$ cat src/rtl/grf_wb_queue_pkg.sv
// Shared widths and the queue entry layout for the register-file write-back queue.
package grf_wb_queue_pkg;

  localparam int REG_W  = 5;
  localparam int WORD_W = 32;
  localparam logic [REG_W-1:0] REG_ZERO = '0;

  typedef struct packed {
    logic [REG_W-1:0]  addr;
    logic [WORD_W-1:0] data;
    logic [WORD_W-1:0] pc;
  } wbEntry_t;

endpackage

$ cat src/rtl/grf_fwd_match.sv
// Combinational forwarding lookup: returns the data of the youngest valid entry
// whose register number matches lookupAddr; register 0 never matches.
module grf_fwd_match
  import grf_wb_queue_pkg::*;
#(
  parameter int DEPTH = 4,
  localparam int PW = $clog2(DEPTH)
) (
  input  wbEntry_t          entries [DEPTH],
  input  logic [DEPTH-1:0]  validMask,
  input  logic [PW-1:0]     headPtr,
  input  logic [REG_W-1:0]  lookupAddr,
  output logic              hit,
  output logic [WORD_W-1:0] data
);

  logic [PW-1:0] idx;

  // Walk from oldest (head) to youngest; a later match overrides an earlier one.
  always_comb begin
    hit  = 1'b0;
    data = '0;
    idx  = '0;
    for (int i = 0; i < DEPTH; i++) begin
      idx = headPtr + PW'(i);
      if (lookupAddr != REG_ZERO && validMask[idx] && entries[idx].addr == lookupAddr) begin
        hit  = 1'b1;
        data = entries[idx].data;
      end
    end
  end

endmodule

$ cat src/rtl/grf_wb_queue.sv
// In-order write-back queue in front of the register file write port, with two
// forwarding lookups so decode sees pending values before they are committed.
module grf_wb_queue
  import grf_wb_queue_pkg::*;
#(
  parameter int DEPTH = 4,
  localparam int PW = $clog2(DEPTH),
  localparam int CW = PW + 1
) (
  input  logic              clk,
  input  logic              reset,
  input  logic              inValid,
  output logic              inReady,
  input  logic [REG_W-1:0]  inAddr,
  input  logic [WORD_W-1:0] inData,
  input  logic [WORD_W-1:0] inPC,
  input  logic              drainStall,
  output logic              regWriteEn,
  output logic [REG_W-1:0]  regWriteAddr,
  output logic [WORD_W-1:0] regWriteData,
  output logic [WORD_W-1:0] regWritePC,
  input  logic [REG_W-1:0]  fwdAddr1,
  input  logic [REG_W-1:0]  fwdAddr2,
  output logic              fwdHit1,
  output logic              fwdHit2,
  output logic [WORD_W-1:0] fwdData1,
  output logic [WORD_W-1:0] fwdData2,
  output logic [CW-1:0]     count
);

  // Handshake: a request transfers on a rising edge where inValid && inReady.
  // inReady depends only on the registered count, never on drainStall.
  wbEntry_t         store [DEPTH];
  logic [DEPTH-1:0] validQ;
  logic [PW-1:0]    headPtr;
  logic [PW-1:0]    tailPtr;
  logic [CW-1:0]    countQ;
  logic             storeEn;
  logic             notEmpty;
  wbEntry_t         headEntry;

  assign notEmpty   = (countQ != '0);
  assign inReady    = (countQ != CW'(DEPTH));
  assign regWriteEn = notEmpty && !drainStall && !reset;
  // Writes to register 0 are accepted but never stored.
  assign storeEn    = inValid && inReady && (inAddr != REG_ZERO) && !reset;
  assign count      = countQ;

  assign headEntry    = store[headPtr];
  assign regWriteAddr = notEmpty ? headEntry.addr : '0;
  assign regWriteData = notEmpty ? headEntry.data : '0;
  assign regWritePC   = notEmpty ? headEntry.pc   : '0;

  always_ff @(posedge clk) begin
    if (reset) begin
      headPtr <= '0;
      tailPtr <= '0;
      countQ  <= '0;
      validQ  <= '0;
    end else begin
      // Head and tail never alias here: drain needs count != 0, enqueue needs count != DEPTH.
      if (regWriteEn) begin
        headPtr         <= headPtr + 1'b1;
        validQ[headPtr] <= 1'b0;
      end
      if (storeEn) begin
        tailPtr         <= tailPtr + 1'b1;
        validQ[tailPtr] <= 1'b1;
      end
      case ({storeEn, regWriteEn})
        2'b10:   countQ <= countQ + 1'b1;
        2'b01:   countQ <= countQ - 1'b1;
        default: countQ <= countQ;
      endcase
    end
  end

  always_ff @(posedge clk) begin
    if (storeEn) begin
      store[tailPtr] <= '{addr: inAddr, data: inData, pc: inPC};
    end
  end

  grf_fwd_match #(.DEPTH(DEPTH)) u_fwd1 (
    .entries    (store),
    .validMask  (validQ),
    .headPtr    (headPtr),
    .lookupAddr (fwdAddr1),
    .hit        (fwdHit1),
    .data       (fwdData1)
  );

  grf_fwd_match #(.DEPTH(DEPTH)) u_fwd2 (
    .entries    (store),
    .validMask  (validQ),
    .headPtr    (headPtr),
    .lookupAddr (fwdAddr2),
    .hit        (fwdHit2),
    .data       (fwdData2)
  );

endmodule

$ cat config.mk
export PLATFORM = sky130hd
export DESIGN_NAME = grf_wb_queue
export DESIGN_NICKNAME = d
export VERILOG_FILES = /design/src/rtl/grf_wb_queue_pkg.sv /design/src/rtl/grf_fwd_match.sv /design/src/rtl/grf_wb_queue.sv
export SDC_FILE = /design/constraint.sdc
export NUM_CORES = 1
export LEC_CHECK = 0
export CORE_ASPECT_RATIO = 1.1
export CORE_MARGIN = 5
export CORE_UTILIZATION = 55
export DETAILED_ROUTE_END_ITERATION = 12
export PLACE_DENSITY = 0.92
export SYNTH_ARGS = -nofsm -noshare
export SYNTH_HDL_FRONTEND = slang
export SYNTH_SLANG_ARGS = --single-unit
$ cat constraint.sdc
create_clock -name clk -period 6.5 [get_ports clk]
set_input_delay 1.625 -clock clk [delete_from_list [all_inputs] [get_ports clk]]
set_output_delay 1.625 -clock clk [all_outputs]
set_load 0.05 [all_outputs]
======== Word level (Yosys, flattened, before mapping) ========
Index checks and enable logic that the tools add are counted.
word-level totals
  bits in registers ....................... 287
  output and inout bits ................... 140
  logic and storage cells ................. 135
cells by class
  add/sub/neg operators ................... 6
  $lt $le $gt $ge ......................... 13
  equality and inequality tests ........... 11
  multiplexer cells ....................... 50
  bitwise operators ....................... 8
  reductions and logical operators ........ 31
operator list
  cell                   number
  $mux W69               9
  $bmux W69 S2           4
  $mux W32               10
  $bwmux W276            1
  $demux W69 S2          1
  $eq A5 B5 Y1           8
  $logic_and A1 B1 Y1    24
  $ge A3 B3 Y1 const B   5
  $lt A2 B3 Y1 const B   5
  $not A2 Y3             5
  $reduce_bool A5 Y1     3
  $mux W1                14
  $mux W4                3
  $bmux W1 S2            4
  $pmux W3 S2            1
  $mux W5                1
  $add A2 B1 Y2 const B  2
  $add A2 B2 Y2 const B  2
  $and A4 B4 Y4          1
  $demux W1 S2           2
  $ge A2 B1 Y1 const B   2
  $not A4 Y4             1
  $or A4 B4 Y4           1
  $add A3 B1 Y3 const B  1
  8 further kinds        9

======== Depth between registers and ports, before layout ========
  depth after elaboration ................. 10
  depth in mapped cells ................... 19
  depth with buffers taken out ............ 11

======== By module ========
From an unflattened synthesis, not the netlist that was laid out.
unflattened totals
  cell total of the unflattened synthesis .. 1703
  area, all modules ....................... 20238.2 sq um
modules (own cells, without submodules)
  module         instances  cells each  area each (sq um)  seq. area each (sq um)
  grf_wb_queue   1          509         11049.3            8508.2
  grf_fwd_match  2          597         4594.4             0.0

======== Worst setup path after synthesis ========
No wires, ideal clock.
  path kind ............................... register to output
  from .................................... register headPtr[0]
  to ...................................... output port fwdData2[10]
  arrival time ............................ 5109 ps
  required time ........................... 4875 ps
  setup slack ............................. -234 ps
  stages on the path, launching flop included .. 18
  buffers on the path ..................... 9
  cell sequence ........................... dfxtp_1 > buf_6 > buf_6 > buf_6 > buf_6 > buf_4 > buf_2 > buf_2 > inv_1 > ha_1 > buf_2 > mux4_2 > and2_1 > or2_2 > nand3_1 > clkbuf_1 > a311oi_1 > o31ai_1
on the way
  elaborated cells on any way between the ends .. 43
RTL lines
  what                                         line                                      RTL
  from (decl)                                  grf_wb_queue.sv:35                        logic [PW-1:0] headPtr;
  from (signal assigned)                       grf_wb_queue.sv:63                        headPtr <= headPtr + 1'b1;
  $add A2 B2 Y2 *                              --
  via u_fwd1.idx[0]                            grf_fwd_match.sv:17                       logic [PW-1:0] idx;
  $not A2 Y3 (not written as such)             grf_fwd_match.sv:26, grf_fwd_match.sv:28
  $bmux W69 S2                                 grf_fwd_match.sv:26, grf_fwd_match.sv:28
  $mux W69 (not written as such) (2 in a row)  grf_fwd_match.sv:26                       if (lookupAddr != REG_ZERO && validMask[idx] && entries[idx].addr == lookupAddr) begin
  $eq A5 B5 Y1                                 grf_fwd_match.sv:26
  $logic_and A1 B1 Y1                          grf_fwd_match.sv:26
  $mux W32 *                                   grf_fwd_match.sv:26
  to (decl)                                    grf_wb_queue.sv:27                        output logic [WORD_W-1:0] fwdData2,
The timed path passes the listed nets; every way through them passes the cells marked *. The select of a mux whose other input is x is not followed.

======== Final worst setup path ========
  from .................................... input port fwdAddr1[3]
  to ...................................... output port fwdData1[3]
on the way
  cells in the longest elaborated chain, start to end .. 7
  elaborated cells on any way between the ends .. 17
RTL lines
  what                              line                 RTL
  from (decl)                       grf_wb_queue.sv:22   input logic [REG_W-1:0] fwdAddr1,
  $reduce_bool A5 Y1                grf_fwd_match.sv:26
  $logic_and A1 B1 Y1 (2 in a row)  grf_fwd_match.sv:26
  $mux W32 (3 in a row)             grf_fwd_match.sv:26
  $mux W32 *                        grf_fwd_match.sv:26
  to (decl)                         grf_wb_queue.sv:26   output logic [WORD_W-1:0] fwdData1,
Every way passes the cells marked *; elsewhere a longest branch is shown, timed or not.

==> out/metrics.csv <==
metric;value;unit
synth-seq-cells;287;
cp_cell_sequence;clkdlybuf4s50_1 > nor2b_1 > mux2i_1 > or4_4 > a211oi_4 > buf_4 > mux2i_1 > o221ai_2 > buf_12;
core_box_area;30200;µm²
cts_tree;yes;
rsz0062_at_grt;no;
final-instance-count-excl-fill;1774;
final_layout_size_suffix_gt1_frac;0.238;
routabilityCongestion;0.977;
maxSlewHeadroom;0.139;
run_status;finished clean;
numCtsBuffers;27;
path_class;primary input to output port;
worst-endpoint-required;4880;ps
detail_route.drc_violations;0;
max_cap_viol_count;0;
place.port_buffers;222;
met2_routed_wirelength;22800;µm
worstReg2RegStart;count[0];
critical-path-top-cell-by-count;sky130_fd_sc_hd__mux2i_1;
via_per_inst;6.61;
cp-start-kind;primary input;
cellPowerDensity;240;nW/µm²
postSynthCellCount;1193;
chip_height;193;µm
numPlacedInstances;1722;
worst-slew-pin-transition;1280;ps
max_clk_rate;159;MHz
fin_nets;1465;
highest-signal-layer;met5;
layout_min_cycle_time;6270;ps
ff2ff_setup_slack;3450;ps
cts_hold_repair.buffers;0;
postRouteWirelength;44700;µm
layout.cells.most_common;sky130_fd_sc_hd__edfxtp_1;
final_cell_mix;sky130_fd_sc_hd__edfxtp_1, sky130_fd_sc_hd__mux2i_1, sky130_fd_sc_hd__clkdlybuf4s50_1;
globalRoute.totalOverflow;0;
worst_hold_path.num_cells;2;
worst_skew_pair.late_latency;540;ps
boundaryPins;223;
worst_path_max_delay_cell;sky130_fd_sc_hd__clkdlybuf4s50_1;
synth_enable_flop_cells;276;
synth-main-ff-cell;sky130_fd_sc_hd__edfxtp_1;
cts_post_setup_buffers_inserted;0;
worst_case_vdd_ir_drop;0.247;mV
drt_iter0_drc;1041;
hold_end;count[2];
critical_path_peak_fanout;18;
route.antenna.remaining_nets;0;
die_area;33900;µm²
synthesis.area;16700;µm²
timing.critical_path.buf_inv;3;
first_global_vias;12000;
post_cts_resize_count;0;
ff2ff_path_depth;6;
cts_num_sinks;287;
yosysTopAreaCellShare;0.497;
routedWlPerCell;25.2;µm
timing_hold_violations_final;0;
initial_core_util;0.553;
die_w;176;µm
detailroute.wirelength.met3;3890;µm
synthesis.yosys.warnings;0;
clock_transition_at_path_regs;60;ps
endpoint_kind;output port;
critical_path_arrival;4650;ps
num_vias;11700;
setup_tns;0;ps
timing.rr.end;store[87];
hold_path_startpoint;count[2];
grt_antenna_before_repair;4;
detailed_place_hpwl;30200;µm
synthesis.nets;1286;
synth.distinct_cells;53;
grt_max_degree;69;
power_leakage;0.00640;µW
worst_path_dominant_cell_family;buffers and inverters;
yosysSeqAreaShare;0.510;
global_route_wire_length_before_repair;67900;µm
worst_hold_path_type;flop to flop;
asyncSetResetFlopFracSynth;0;
syn_avg_cell_area;14.0;µm²
clockRootBuffer;sky130_fd_sc_hd__clkbuf_16;
max_stage_delay;710;ps
placement_rows;67;
timing_max_transition_violations_final;0;
library_cell_occupying_the_most_area_in_the_post_synthesis_netlist;sky130_fd_sc_hd__edfxtp_1;
routedLengthMet1;16700;µm
grt_util_all_layers;0.257;
detail_route.first_pass.iterations;6;
timing.hold.ws;556;ps
clk_path_buf_depth;3;
power;4910;µW
setup-violations-final;0;
worst_clock_skew;18.8;ps
ys_top_cells_by_area;sky130_fd_sc_hd__edfxtp_1, sky130_fd_sc_hd__mux4_2, sky130_fd_sc_hd__mux2i_1, sky130_fd_sc_hd__nor2b_1, sky130_fd_sc_hd__nand2_1;
period_share;0.965;
area_growth_syn_to_layout;22.8;%
htree_levels;1;
## where the power goes
part           total (µW)  internal (µW)  switching, µW  leakage (µW)
registers            2110           2070           37.6       0.00260
logic                1290            520            768       0.00339
clock network        1510            860            651      0.000406
total                4910           3450           1460       0.00640
## through the flow
stage / cell area (µm²) / setup WS, ps / utilization
final: 20500 / 230 / 0.679
after global routing: 20500 / 5.64 / 0.679
after CTS: 20500 / 213 / 0.679
after detailed placement: 19600 / 209 / 0.651
after global placement: 19600 / 312 / 0.651
after floorplan: 16800 / 179 / -
## cells by family (layout without fill, tap and decap cells)
logic type,Yosys count,after routing,synth area share
flops,287,287,0.510
other cells,0,2,0
simple gates,335,335,0.101
xor+xnor,41,41,0.0215
buf+inv,119,319,0.0350
fa+ha+maj,10,10,0.00795
compound gates,115,115,0.0614
mux,286,286,0.264
## cell type report
| class | count | area [µm²] |
|---|---|---|
| Sequential cell | 287 | 8520 |
| Tap cell | 379 | 474 |
| Fill cell | 2079 | 9680 |
| Multi-Input combinational cell | 787 | 7860 |
| Clock inverter | 15 | 139 |
| Clock buffer | 35 | 716 |
| Antenna cell | 2 | 5.00 |
| Inverter | 11 | 41.3 |
| Timing Repair Buffer | 258 | 2750 |
## state kept, by name (all words and copies together) (netlist names)
name,count
store,276
validQ,4
count,3
headPtr,2
tailPtr,2
## worst reg2reg max path, delay by kind of cell (launching register included)
family                 cells  cell delay, ps
DFF                        1             440
AOI/OAI and AO/OA          1             700
buffers and inverters      2             540
and+or+nand+nor            3            1050
## synth_stat cells (12+ instances only)
cell type and count:
sky130_fd_sc_hd__a311oi_1 29, sky130_fd_sc_hd__and2_1 12, sky130_fd_sc_hd__buf_2 35, sky130_fd_sc_hd__buf_4 14, sky130_fd_sc_hd__clkbuf_1 45, sky130_fd_sc_hd__edfxtp_1 276
sky130_fd_sc_hd__mux2i_1 162, sky130_fd_sc_hd__mux4_2 123, sky130_fd_sc_hd__nand2_1 96, sky130_fd_sc_hd__nand3_1 35, sky130_fd_sc_hd__nor2_1 49, sky130_fd_sc_hd__nor2b_1 70
sky130_fd_sc_hd__nor3_1 39, sky130_fd_sc_hd__o221ai_1 19, sky130_fd_sc_hd__o31ai_1 30, sky130_fd_sc_hd__xnor2_1 36
## how the worst max path moves through the flow
stage | endpoint | slack, ps | startpoint | cells after the start
3_3_place_gp | fwdData1[18] | 310 | fwdAddr1[3] | 9
4_1_cts | fwdData1[3] | 210 | fwdAddr1[3] | 9
3_5_place_dp | fwdData1[3] | 210 | fwdAddr1[3] | 9
5_1_grt | fwdData1[4] | 6 | headPtr[0] | 8
6_report | fwdData1[3] | 230 | fwdAddr1[3] | 9
2_1_floorplan | fwdData2[10] | 180 | headPtr[0] | 17
## metal layers
layer	up-vias	track usage
met1	5868	0.320
met5	-	0
met3	121	0.0582
met2	615	0.448
met4	4	0.0831
li1	5111	-
Note: power is estimated with default switching activity, not from simulation.
